<file path="config.mk">
export PLATFORM = sky130hd
export DESIGN_NAME = call_request_register
export DESIGN_NICKNAME = d
export VERILOG_FILES = /design/src/rtl/call_request_register.sv
export SDC_FILE = /design/constraint.sdc
export NUM_CORES = 1
export LEC_CHECK = 0
export CAP_MARGIN = 10
export CORE_MARGIN = 1
export CORE_UTILIZATION = 30
export CTS_CLUSTER_DIAMETER = 200
export DETAILED_ROUTE_END_ITERATION = 10
export GPL_TIMING_DRIVEN = 1
export REMOVE_ABC_BUFFERS = 1
export SYNTH_ARGS = -nofsm -noshare
export SYNTH_HDL_FRONTEND = slang
export SYNTH_SLANG_ARGS = --single-unit
</file>
<file path="constraint.sdc">
create_clock -name clk -period 4.3 [get_ports clk]
set_input_delay 1.075 -clock clk [delete_from_list [all_inputs] [get_ports clk]]
set_output_delay 1.075 -clock clk [all_outputs]
set_load 0.005 [all_outputs]
</file>
<file path="src/rtl/call_request_register.sv">
// Debounces hall/car buttons and latches each press until the car serves it.
// Optional REQ_CANCEL_EN: a re-press of a pending car call cancels it.
module call_request_register #(
  parameter int unsigned DEBOUNCE_CYCLES = 2
) (
  input  logic       clk,
  input  logic       reset_n,
  input  logic [2:0] button_up,
  input  logic [2:0] button_down,
  input  logic [3:0] button_in,
  input  logic [2:0] position,
  input  logic       open,
  input  logic [1:0] direction,
  output logic [2:0] req_up,
  output logic [2:0] req_down,
  output logic [3:0] req_in,
  output logic       any_req,
  output logic [3:0] pending_count
);

  localparam int unsigned NB = 10;
  localparam logic [7:0] DB = 8'(DEBOUNCE_CYCLES);

  // bit map: [2:0]=hall up, [5:3]=hall down, [9:6]=car
  logic [NB-1:0] btn;
  logic [7:0]    cnt_q [NB];
  logic [7:0]    cnt_d [NB];
  logic [NB-1:0] armed_q, armed_d;
  logic [NB-1:0] req_q, req_d;
  logic [NB-1:0] acc;
  logic [NB-1:0] clr;

  logic       svc;
  logic [1:0] f_idx;
  logic [1:0] dir_eff;
  logic       up_ok;
  logic       down_ok;
  logic [3:0] fmask;

  assign btn = {button_in, button_down, button_up};

  always_comb begin
    for (int i = 0; i < NB; i++) begin
      cnt_d[i]   = cnt_q[i];
      armed_d[i] = armed_q[i];
      acc[i]     = 1'b0;
      if (!btn[i]) begin
        cnt_d[i]   = 8'd0;
        armed_d[i] = 1'b0;
      end else begin
        if (cnt_q[i] < DB)
          cnt_d[i] = cnt_q[i] + 8'd1;
        if (cnt_d[i] == DB && !armed_q[i]) begin
          acc[i]     = 1'b1;
          armed_d[i] = 1'b1;
        end
      end
    end
  end

  always_comb begin
    svc     = !position[0] && (position != 3'b111) && open;
    f_idx   = position[2:1];
    dir_eff = (direction == 2'b11) ? 2'b00 : direction;
    up_ok   = (dir_eff == 2'b00) || (dir_eff == 2'b01);
    down_ok = (dir_eff == 2'b00) || (dir_eff == 2'b10);
    fmask   = 4'b0001 << f_idx;
    clr     = '0;
    if (svc) begin
      clr[9:6] = fmask;
      clr[2:0] = up_ok ? fmask[2:0] : 3'b000;
      clr[5:3] = down_ok ? fmask[3:1] : 3'b000;
    end
  end

  always_comb begin
    req_d = req_q | acc;
`ifdef REQ_CANCEL_EN
    req_d[9:6] = req_q[9:6] ^ acc[9:6];
`endif
    req_d = req_d & ~clr;
  end

  always_ff @(posedge clk) begin
    if (!reset_n) begin
      for (int i = 0; i < NB; i++)
        cnt_q[i] <= 8'd0;
      armed_q <= '0;
      req_q   <= '0;
    end else begin
      for (int i = 0; i < NB; i++)
        cnt_q[i] <= cnt_d[i];
      armed_q <= armed_d;
      req_q   <= req_d;
    end
  end

  always_comb begin
    pending_count = 4'd0;
    for (int i = 0; i < NB; i++)
      pending_count = pending_count + 4'(req_q[i]);
  end

  assign req_up   = req_q[2:0];
  assign req_down = req_q[5:3];
  assign req_in   = req_q[9:6];
  assign any_req  = |req_q;

endmodule

</file>
==> reports/metrics.cfg <==
[clock_tree]
cts_inserted_buffers = 9
htreeDepth = 3
cts_sinks = 100
cts_tree = built
holdBufCountCts = 0
clk_latency_ps = 330
cts_buffer_depth = 2
cts.clk_slew.worst_paths_ps = 70
clockRootBuffer = clkbuf_16

[worst_setup_path]
worstPathCellList = inv_2 > fa_1 > inv_1 > fa_1 > inv_1 > fa_1 > inv_1 > ha_4 > fa_2 > xnor2_2 > buf_2
critPathArrivalTime_ps = 3210
cpPeakStageDelay_ps = 530
cp_top_family = adder cells
critical-path-slowest-cell = fa_1
cp-end-kind = output port
required_ps = 3220
crit_buf_inv = 5
crit_path_start_kind = register
path_class = register to output port
path_max_fanout = 2

[final_layout]
synthToLayoutAreaGrowth_pct = 23.4
final_core_util = 0.378
nNetsFinal = 488
final_layout_size_suffix_gt1_frac = 0.158
fillers = 1282
antenna_cells = 0

[synth]
yosys_most_used_dff = dfxtp_1
async_flop_share = 0
synth_top_area_cell = dfxtp_1
syn-cell-area_mm2 = 0.00404
syn-instance-count = 403
ys_seq_area_frac = 0.495
yosys.area.top_type_share = 0.495
ys_seq_elements = 100
synth_edf_count = 0
yosysWarnings = 0
synth_area_leaders = dfxtp_1 (50%), and3_1 (7.6%), nor2_1 (4.8%)
syn_area_per_cell_um2 = 10.0
synth_cell_type_count = 44

[routing]
routed_wl_um = 7900
first_pass_iters = 4
vias = 2967
drt-wirelength-per-cell_um = 12.5
antenna_left = 0
drt_iter0_drc = 91
drc = 0
vias_per_cell = 4.69

[timing]
fmax_mhz = 233
rsz0062_at_grt = yes
finalMaxSlewViolations = 0
tightest_slew_ps = 769
hold_viol_final = 0
final.period_utilization = 0.996
skew_ps = 7.72
holdWs_ps = 451
slew_headroom = 0.487
period_minus_slack_ps = 4280
finalSetupViolCount = 0

[grt]
overflow = 0
grt_usage = 0.119
grt_pass1_vias = 2926
grt_pass1_wl_um = 13600
antenna_found_initial = 0
grt_max_degree = 49

[power_and_ir_drop]
intPower_uw = 1530
leakage_uw = 0.00211
p_sw_frac = 0.235
seqPwrFrac = 0.484
clockPowerShare = 0.412
powerDensity_mw_per_mm2 = 401
switching_power_uw = 471
comb_power_share = 0.104
irDropWorstVdd_mv = 0.211

[worst_hold_path]
hp-class = register to register

[floorplan]
io_pins = 33
rows = 42
fp.dieW_um = 118
dieArea_mm2 = 0.0139
start_util = 0.306
core_area_mm2 = 0.0132
die_h_um = 118

[status]
status = complete, no violations

[run]
max-cap-violations = 0

[place]
dp_hpwl_um = 5850
port-buffer-count = 32
place_congestion = 0.804

[cells by family (layout without fill, tap and decap cells)]
family                   Yosys count  in the layout  share of synthesized area
multiplexers                       1              1                    0.00248
AND/OR/NAND/NOR                  185            185                      0.293
AO/OA/AOI/OAI                     53             53                     0.0867
adder cells (fa/ha/maj)           19             19                     0.0700
XOR/XNOR                           9              9                     0.0195
flip-flops                       100            100                      0.495
buffers and inverters             36             89                     0.0334
[per-layer routing]
layer | GRT usage | wire length [um] | vias to the layer above
li1 | - | - | 1527
met1 | 0.150 | 3690 | 1396
met2 | 0.203 | 3810 | 35
met3 | 0.0291 | 328 | 9
met4 | 0.0321 | 65 | 0
met5 | 0 | 0 | -
[through the flow]
step                      instance area, um^2  worst slack (ps)  cells  TNS, ps  total power (uW)
after floorplan                          4020               474    396        0              1090
after global placement                   4630              -161    615     -190              1190
after detailed placement                 4630              -159    615     -191              1190
after CTS                                4950             -87.5    631    -87.5              2020
after global routing                     4990              -111    632     -167              2100
final                                    4990              17.2    632        0              2000
[layout make-up]
class,count,area [um^2],area share
clock inverters,6,71.3,0.0143
clock buffers,10,239,0.0479
well taps,176,220,0.0441
flip-flops and latches,100,2000,0.402
repair buffers,44,404,0.0810
multi-input cells,267,1940,0.389
inverters,29,109,0.0218
[state kept, by name (all words and copies together), names as in the netlist]
signal and flops:
req_q 10, cnt_q 80, armed_q 10
[power groups by stage]
stage	Combinational (uW)	Clock, uW	Sequential (uW)
finish	208	824	970
global route	235	889	973
CTS	204	847	969
detailed placement	203	0	990
global placement	200	0	989
floorplan	105	0	988
[Yosys cell counts (4+ instances only)]
master / number
nor2_1: 52
clkbuf_1: 7
ha_1: 13
fa_1: 6
nand2b_1: 6
dfxtp_1: 100
or4_4: 9
a21oi_1: 24
nor4_2: 6
o21ai_0: 5
xnor2_1: 9
a31oi_1: 8
nor3_2: 7
inv_1: 29
nor4b_1: 6
nand2_1: 12
nor4_1: 4
and3_1: 49
nand3b_1: 6
[cells in the final DEF, fill, tap and decap left out, drive strengths merged, types with 2 or more instances in the layout]
cell type and instances:
dfxtp 100, nor2 52, and3 50, inv 31, clkdlybuf4s50 27, a21oi 24
buf 15, ha 13, nand2 12, or4 12, nor3 11, clkbuf 10
nor4 10, xnor2 9, a31oi 8, o21ai 8, nor4b 6, nand3b 6
nand2b 6, fa 6, or2 3, nor4bb 3, nor2b 3, or4bb 3
a211oi 3, o22ai 3, nand4bb 2, a41oi 2, or3 2, clkinv 2
[worst paths after layout]
check | startpoint | slack, ps | endpoint | cells past startpoint
max | req_q[0]$_SDFF_PN0_ | 20 | pending_count[2] | 11
min | armed_q[9]$_SDFFE_PN0P_ | 450 | armed_q[9]$_SDFFE_PN0P_ | 2
max reg2reg | cnt_q[4][1]$_SDFF_PN0_ | 2540 | req_q[4]$_SDFF_PN0_ | 5
min reg2reg | armed_q[9]$_SDFFE_PN0P_ | 450 | armed_q[9]$_SDFFE_PN0P_ | 2
[repair_timing]
action                                  4_1_cts  5_1_grt
gates resized for setup                      12       10
setup buffers                                 0        1
endpoints found under the setup margin        3        4
pin swaps                                     1        2
[worst min-delay path, stage by stage (launching register included)]
cell	delay, ps
dfxtp_1	300
inv_1	60
a21oi_1	50
Power figures use the tool's default switching activity.
